$ cat config.mk
export PLATFORM = sky130hd
export DESIGN_NAME = sbox_sched
export DESIGN_NICKNAME = d
export VERILOG_FILES = /design/src/rtl/sbox_pkg.sv /design/src/rtl/rr_arb2.sv /design/src/rtl/sbox_sched.sv
export SDC_FILE = /design/constraint.sdc
export NUM_CORES = 1
export LEC_CHECK = 0
export ABC_AREA = 1
export CORE_MARGIN = 2
export CORE_UTILIZATION = 54
export CTS_BUF_LIST = sky130_fd_sc_hd__clkbuf_16
export DETAILED_ROUTE_END_ITERATION = 10
export GPL_ROUTABILITY_DRIVEN = 1
export MAX_ROUTING_LAYER = met4
export PLACE_DENSITY = 0.95
export SYNTH_ARGS = -nofsm -noshare
export SYNTH_HDL_FRONTEND = slang
export SYNTH_SLANG_ARGS = --single-unit
$ cat constraint.sdc
create_clock -name CLK -period 29.3 [get_ports CLK]
set_input_delay 2.93 -clock CLK [delete_from_list [all_inputs] [get_ports CLK]]
set_output_delay 2.93 -clock CLK [all_outputs]
set_load 0.01 [all_outputs]
$ cat src/rtl/sbox_pkg.sv
// Shared types and constants for the S_BOX request scheduler.
package sbox_pkg;

    localparam int BYTE_W   = 8;
    localparam int NB_WORD  = 4;
    localparam int NB_STATE = 16;

    typedef enum logic [1:0] {
        ST_IDLE = 2'd0,
        ST_RUN  = 2'd1,
        ST_DONE = 2'd2
    } fsm_e;

    typedef enum logic {
        REQ_WORD  = 1'b0,
        REQ_STATE = 1'b1
    } req_id_e;

    // Byte i of a 16-byte operand (byte 0 = bits [7:0]).
    function automatic logic [BYTE_W-1:0] get_byte(input logic [NB_STATE*BYTE_W-1:0] v,
                                                   input logic [3:0] i);
        return v[i*BYTE_W +: BYTE_W];
    endfunction

endpackage

$ cat src/rtl/rr_arb2.sv
// Two-way round-robin arbiter: a lone request wins, a tie goes to the
// requester that did not win last time. last_grant moves on every grant.
module rr_arb2 #(
    parameter logic RST_LAST = 1'b1
) (
    input  logic       clk_i,
    input  logic       rst_i,
    input  logic       en_i,
    input  logic [1:0] req_i,
    output logic       gnt_vld_o,
    output logic       gnt_id_o
);

    logic last_q;

    // Winner selection; only meaningful when gnt_vld_o is high.
    always_comb begin
        gnt_vld_o = en_i & (|req_i);
        if (&req_i) gnt_id_o = ~last_q;
        else        gnt_id_o = req_i[1];
    end

    // Remember who won so the next tie goes the other way.
    always_ff @(posedge clk_i or posedge rst_i) begin
        if (rst_i)          last_q <= RST_LAST;
        else if (gnt_vld_o) last_q <= gnt_id_o;
    end

endmodule

$ cat src/rtl/sbox_sched.sv
// Shares one pipelined byte S_BOX between a 4-byte SubWord requester and a
// 16-byte SubBytes requester: issue one byte per cycle, capture the results
// SBOX_LAT cycles later, then pulse the winner's done for one cycle.
module sbox_sched
    import sbox_pkg::*;
#(
    parameter int SBOX_LAT = 1
) (
    input  logic         CLK,
    input  logic         RST,
    input  logic         word_req,
    input  logic [31:0]  word_in,
    output logic [31:0]  word_out,
    output logic         word_done,
    input  logic         state_req,
    input  logic [127:0] state_in,
    output logic [127:0] state_out,
    output logic         state_done,
    output logic         busy,
    output logic [7:0]   sbox_sel,
    output logic         sbox_en,
    input  logic [7:0]   sbox_data
);

    fsm_e           state_q, state_d;
    req_id_e        gnt_q, gnt_d;
    logic [127:0]   op_q, op_d;
    logic [3:0]     cnt_q, cnt_d;
    logic [7:0]     sel_q, sel_d;
    logic           en_q, en_d;
    logic [31:0]    wout_q, wout_d;
    logic [127:0]   sout_q, sout_d;

    // Capture pipeline: valid + byte index, aligned with the S_BOX latency.
    logic [SBOX_LAT-1:0]       vld_pipe;
    logic [SBOX_LAT-1:0][3:0]  idx_pipe;

    logic           gnt_vld, gnt_id;
    logic [3:0]     last_idx;
    logic           cap_vld;
    logic [3:0]     cap_idx;

    rr_arb2 #(.RST_LAST(REQ_STATE)) u_arb (
        .clk_i    (CLK),
        .rst_i    (RST),
        .en_i     (state_q == ST_IDLE),
        .req_i    ({state_req, word_req}),
        .gnt_vld_o(gnt_vld),
        .gnt_id_o (gnt_id)
    );

    assign last_idx = (gnt_q == REQ_WORD) ? 4'(NB_WORD - 1) : 4'(NB_STATE - 1);
    assign cap_vld  = vld_pipe[SBOX_LAT-1];
    assign cap_idx  = idx_pipe[SBOX_LAT-1];

    // FSM next state, issue sequencing and result capture.
    always_comb begin
        state_d = state_q;
        gnt_d   = gnt_q;
        op_d    = op_q;
        cnt_d   = cnt_q;
        sel_d   = sel_q;
        en_d    = en_q;
        wout_d  = wout_q;
        sout_d  = sout_q;
        case (state_q)
            ST_IDLE: begin
                if (gnt_vld) begin
                    gnt_d   = req_id_e'(gnt_id);
                    op_d    = gnt_id ? state_in : {96'b0, word_in};
                    sel_d   = gnt_id ? state_in[7:0] : word_in[7:0];
                    en_d    = 1'b1;
                    cnt_d   = 4'd0;
                    state_d = ST_RUN;
                end
            end
            ST_RUN: begin
                if (en_q) begin
                    if (cnt_q == last_idx) begin
                        en_d  = 1'b0;
                        sel_d = 8'd0;
                    end else begin
                        cnt_d = cnt_q + 4'd1;
                        sel_d = get_byte(op_q, cnt_q + 4'd1);
                    end
                end
                if (cap_vld) begin
                    if (gnt_q == REQ_WORD) wout_d[cap_idx[1:0]*BYTE_W +: BYTE_W] = sbox_data;
                    else                   sout_d[cap_idx*BYTE_W +: BYTE_W]      = sbox_data;
                    if (cap_idx == last_idx) state_d = ST_DONE;
                end
            end
            ST_DONE: state_d = ST_IDLE;
            default: state_d = ST_IDLE;
        endcase
    end

    // State and datapath registers; reset aborts any operation in flight.
    always_ff @(posedge CLK or posedge RST) begin
        if (RST) begin
            state_q <= ST_IDLE;
            gnt_q   <= REQ_WORD;
            op_q    <= '0;
            cnt_q   <= '0;
            sel_q   <= '0;
            en_q    <= 1'b0;
            wout_q  <= '0;
            sout_q  <= '0;
        end else begin
            state_q <= state_d;
            gnt_q   <= gnt_d;
            op_q    <= op_d;
            cnt_q   <= cnt_d;
            sel_q   <= sel_d;
            en_q    <= en_d;
            wout_q  <= wout_d;
            sout_q  <= sout_d;
        end
    end

    // Track each issued byte until its S_BOX result appears on sbox_data.
    always_ff @(posedge CLK or posedge RST) begin
        if (RST) begin
            vld_pipe <= '0;
            idx_pipe <= '0;
        end else begin
            vld_pipe[0] <= en_q;
            idx_pipe[0] <= cnt_q;
            for (int i = 1; i < SBOX_LAT; i++) begin
                vld_pipe[i] <= vld_pipe[i-1];
                idx_pipe[i] <= idx_pipe[i-1];
            end
        end
    end

    assign word_out   = wout_q;
    assign state_out  = sout_q;
    assign word_done  = (state_q == ST_DONE) && (gnt_q == REQ_WORD);
    assign state_done = (state_q == ST_DONE) && (gnt_q == REQ_STATE);
    assign busy       = (state_q != ST_IDLE);
    assign sbox_sel   = sel_q;
    assign sbox_en    = en_q;

endmodule
=== After elaboration in Yosys (flattened, before gate mapping) ===
Index checks and enable logic that the tools add are counted.

* Input port bits: 172
* Register bits after elaboration: 310
* Latch bits: 0
* Bits in read-only memories: 0
* Memories: 0
* Word-level logic and storage cells: 67
* Bits in writable memories: 0
* Output and inout bits: 172

* Add/sub/neg operators: 3
* Multiply operators: 0
* Equality and inequality tests: 9
* Bitwise gates (word level): 3
* Div/mod/pow operators: 0
* Muxes and demuxes: 22
* Order comparisons: 0
* Reduce and logical (&&, ||, !) cells: 14
* Shifts and indexed selects: 5

{| class="wikitable"
|+ Operators by type and width
! cell !! number
|-
| 128-bit bitwise mux || 1
|-
| 128-bit two-way mux || 1
|-
| 8-bit by 34-bit variable shift with 128-bit output, first input constant || 1
|-
| 128-bit by 8-bit indexed part select with 8-bit output || 1
|-
| 8-bit by 34-bit indexed part select with 128-bit output || 1
|-
| 5-bit negator with 34-bit output || 1
|-
| 7-bit negator with 34-bit output || 1
|-
| 8-bit by 34-bit variable shift with 32-bit output, first input constant || 1
|-
| 8-bit by 34-bit indexed part select with 32-bit output || 1
|-
| 32-bit bitwise mux || 1
|-
| 8-bit two-way mux || 4
|-
| 4-bit two-way mux || 4
|-
| 8-bit case mux with 2 select lines || 1
|-
| 3-bit AND reduction || 4
|-
| 2-bit != test, second input constant || 5
|-
| 4-bit == test || 2
|-
| 4-bit case mux with 2 select lines || 1
|-
| 2-bit two-way mux || 3
|-
| 2-bit AND reduction || 3
|-
| 4-bit by 1-bit adder with 4-bit output, second input constant || 1
|-
| 1-bit two-way mux || 4
|-
| 2-bit case mux with 2 select lines || 1
|-
| 4-bit AND reduction || 1
|-
| 2-bit nonzero test || 2
|-
| 8 further kinds || 10
|}

=== Logic depth before layout (Yosys ltp) ===
* Word-level depth: 5
* Depth in mapped cells: 12
* Gate-level depth less buffers: 11

=== By module ===
Synthesis repeated with hierarchy kept, for this count alone.

* Cell total of the unflattened synthesis: 1783
* Area total of the unflattened synthesis: 14446.4 sq um

{| class="wikitable"
|+ By module, submodules not included
! module !! times used !! seq. area each (sq um) !! cells each !! area an instance (sq um)
|-
| sbox_sched || 1 || 7732.4 || 1774 || 14380.0
|-
| rr_arb2 || 1 || 26.3 || 9 || 66.3
|}

=== Worst setup path before layout ===
No wires, ideal clock.

* Path type: reg-to-output
* Start: reg state_q[0]
* End: out busy
* Stages on the path, launching flop included: 5
* Arrival time: 1.408 ns
* Path slack: 24.962 ns
* Buffers on the path: 2
* Data required time: 26.370 ns
* Cell sequence: dfrtp_1 > nor2_1 > clkbuf_1 > buf_1 > inv_1

* Word-level cells in the longest chain between the ends: 1

{| class="wikitable"
|+ RTL lines
! element !! RTL line !! RTL
|-
| from (decl) || sbox_sched.sv:25 || <nowiki>fsm_e state_q, state_d;</nowiki>
|-
| from (signal assigned) || sbox_sched.sv:110 || <nowiki>state_q <= state_d;</nowiki>
|-
| 2-bit nonzero test || sbox_sched.sv:140 || <nowiki>assign busy = (state_q != ST_IDLE);</nowiki>
|-
| to (decl) || sbox_sched.sv:19 || <nowiki>output logic busy,</nowiki>
|}

No other way between the ends.

=== Final worst setup path ===
* Start: in word_req
* End: reg sel_q[0] (netlist: sbox_sel[0])

* Word-level cells in the longest chain between the ends: 5
* Elaborated cells on any way between the ends: 9
* Classes of those cells: eq/ne: 1; mux: 4; bitwise: 1; reduce/logical: 3

{| class="wikitable"
|+ RTL lines
! element !! RTL line !! RTL
|-
| from (decl) || sbox_sched.sv:11 || <nowiki>input logic word_req,</nowiki>
|-
| 2-bit AND reduction || rr_arb2.sv:19 || <nowiki>if (&req_i) gnt_id_o = ~last_q;</nowiki>
|-
| 1-bit two-way mux || rr_arb2.sv:19 ||
|-
| 8-bit two-way mux || sbox_sched.sv:71 || <nowiki>sel_d = gnt_id ? state_in[7:0] : word_in[7:0];</nowiki>
|-
| 8-bit two-way mux || sbox_sched.sv:68 || <nowiki>if (gnt_vld) begin</nowiki>
|-
| 8-bit case mux with 2 select lines || sbox_sched.sv:66 || <nowiki>case (state_q)</nowiki>
|-
| to (signal assigned) || sbox_sched.sv:114 || <nowiki>sel_q <= sel_d;</nowiki>
|-
| to (decl) || sbox_sched.sv:29 || <nowiki>logic [7:0] sel_q, sel_d;</nowiki>
|}

Parallel ways exist; a longest one is shown, timed or not. The select of a mux whose other input is x is not followed.
A chain may end at the register's enable or synchronous reset.

==> impl_metrics.env <==
export IMPL_status="finished clean"
export IMPL_crit_path_end_kind="flop"
export IMPL_drv_cap=0
export IMPL_drv_slew=0
export IMPL_fin_setup_tns_ns=0
export IMPL_synth_cell_types=31
export IMPL_syn_nets=1885
export IMPL_post_cts_buffers=0
export IMPL_die_area_um2=27400
export IMPL_cpPeakStageDelay_ns=0.58
export IMPL_clock_skew_ns=0.0122
export IMPL_power_density_nw_per_um2=45.7
export IMPL_synthCells=1706
export IMPL_avgSynthCellArea_um2=8.26
export IMPL_final_antenna_net_count=0
export IMPL_final_common_cell="clkdlybuf4s50_1"
export IMPL_cp_max_fo=80
export IMPL_nNetsFinal=2176
export IMPL_cts_resized_gates=0
export IMPL_grt_pass1_vias=13300
export IMPL_synth_warnings=0
export IMPL_synthTopCellsByArea="dfrtp_1 (55%), nand3_1 (9.2%), nand2_1 (9.0%)"
export IMPL_start_util_pct=54.5
export IMPL_grt_pass1_wl_um=69700
export IMPL_power_total_uw=852
export IMPL_port_buffers=343
export IMPL_hold_class="flop to flop"
export IMPL_cp_start_kind="primary input"
export IMPL_grt_use_total_pct=33.5
export IMPL_drc=0
export IMPL_netlist_area_leader_share_pct=54.9
export IMPL_crit_type="primary input to flop"
export IMPL_drt_iter0_markers=2013
export IMPL_syn2layout_area_growth_pct=32.3
export IMPL_fin_crit_ns=5.10
export IMPL_dieWidth_um=166
export IMPL_arrival_ns=5.53
export IMPL_cts_sinks=310
export IMPL_via_per_inst=5.89
export IMPL_grt_max_degree=171
export IMPL_fmax_mhz=196
export IMPL_p_leak_nw=8.12
export IMPL_finalWirelength_um=44900
export IMPL_holdBufCountCts=0
export IMPL_slowest_stage="buf_4"
export IMPL_worst_pin_slew_ns=1.22
export IMPL_die_y_um=166
export IMPL_syn_cell_area_um2=14100
export IMPL_num_vias=13900
export IMPL_dr_pass1_iters=6
export IMPL_synth_yosys_seq_area_share_pct=55.1
export IMPL_dp_hpwl_um=30700
export IMPL_final_layout_size_suffix_gt1_share_pct=4.40
export IMPL_ios=344
export IMPL_fp_row_count=59
export IMPL_maxSlewHeadroom_pct=18.4
export IMPL_cp_required_ns=29.74
export IMPL_clk_pin_slew_ns=0.07
export IMPL_hold_viol=0
export IMPL_rsz0062_at_grt="false"
export IMPL_ys_ff_latch=310
export IMPL_yosysTopAreaCell="dfrtp_1"
export IMPL_place_congestion=0.943
export IMPL_wl_per_cell_um=19.1
export IMPL_final_cell_mix="clkdlybuf4s50_1 (343), nand2_1 (337), dfrtp_1 (308)"
export IMPL_num_antenna_cells=0
export IMPL_root_buffer="clkbuf_16"
export IMPL_setup_viol=0
export IMPL_htree_levels=1
export IMPL_antenna_found_initial=0
export IMPL_gr_total_overflow=0
export IMPL_crit_chain="clkdlybuf4s50_1 > nand2_1 > nand2_1 > buf_4 > clkinv_2 > buf_4 > nand2_1 > nand3_1 > nand2_1 > a21oi_1"
export IMPL_cts_tree="yes"
export IMPL_crit_top_cell="nand2_1"
export IMPL_finalCritPeriodShare_pct=17.4
export IMPL_ir_worst_vdd_mv=0.0373
export IMPL_core_area_um2=25800
export IMPL_cts_buffers=30
export IMPL_clock_latency_ns=0.55
export IMPL_clock_path_buffers=3
==> cells by family (layout without fill, tap and decap cells) <==
kind of cell	Yosys count	after routing	share of synthesized area (%)
AOI/OAI and AO/OA	337	337	12.5
and+or+nand+nor	765	765	23.7
DFF	310	310	55.1
adders and majority gates	7	7	0.622
xor gates and xnor gates	5	5	0.311
buffers and inverters	282	597	7.79
==> worst max-delay path, delay by kind of cell <==
family / cells / cell delay [ns]
AO/OA/AOI/OAI: 1 / 0.07
buffers and inverters: 4 / 1.95
AND/OR/NAND/NOR: 5 / 0.54
==> per-layer routing <==
layer / global-route usage (%) / up-vias / share of wire [%]
met5: - / - / 0
met4: 14.0 / 0 / 4.9
met3: 4.52 / 180 / 9.9
met2: 55.5 / 976 / 49
met1: 41.6 / 6557 / 36
li1: - / 6171 / -
==> through the flow <==
step / setup slack [ns] / hold slack, ns / instances / area (um^2) / utilization, %
finish: 24.20 / 0.457 / 2356 / 18600 / 72.1
global route: 24.02 / 0.475 / 2356 / 18600 / 72.1
CTS: 24.30 / 0.455 / 2356 / 18600 / 72.1
detailed placement: 23.71 / 0.439 / 2300 / 17700 / 68.4
global placement: 23.88 / 0.424 / 2300 / 17700 / 68.4
floorplan: 17.80 / 0.352 / 1706 / 14100 / -
==> power breakdown <==
part	leakage (nW)	switching, mW	internal, mW
clock	0.494	0.166	0.217
combinational	4.82	0.0195	0.0218
sequential	2.81	0	0.428
total	8.12	0.185	0.667
==> flip-flops by register name (all words and copies together), names as in the netlist <==
signal	cells
word_out	32
sbox_sel	8
u_arb.last_q	1
cap_vld	1
sbox_en	1
cap_idx	4
cnt_q	4
gnt_q	1
op_q	128
state_q	2
state_out	128
==> synth_stat cells, drive strengths merged <==
cell / n
a21oi: 57
nand3: 262
o21ai: 236
buf: 25
dfstp: 1
ha: 7
xor2: 4
nand3b: 1
o31ai: 10
nor3: 15
nor2: 135
inv: 185
o211ai: 1
o22ai: 24
dfrtp: 309
nand4: 11
xnor2: 1
nand2: 341
clkinv: 1
clkbuf: 71
o21a: 9
==> worst paths after layout <==
| path | start | cells past startpoint | end | slack, ns |
|---|---|---|---|---|
| min | cnt_q[1] | 0 | cap_idx[1] | 0.46 |
| max | word_req | 10 | sbox_sel[0] | 24.20 |
| max reg2reg | cap_idx[0] | 7 | state_out[18] | 25.97 |
| min reg2reg | cnt_q[1] | 0 | cap_idx[1] | 0.46 |
| max in group asynchronous | RST | 3 | op_q[61] | 24.89 |
| min in group asynchronous | RST | 2 | state_out[62] | 2.97 |
==> cell type report <==
cell class,instances,area [um^2]
Tap cell,335,419
Clock inverter,25,194
Multi-Input combinational cell,1114,5240
Timing Repair Buffer,355,3540
Clock buffer,31,776
Sequential cell,310,7760
Fill cell,1845,7200
Inverter,186,709
Power figures use the tool's default switching activity.
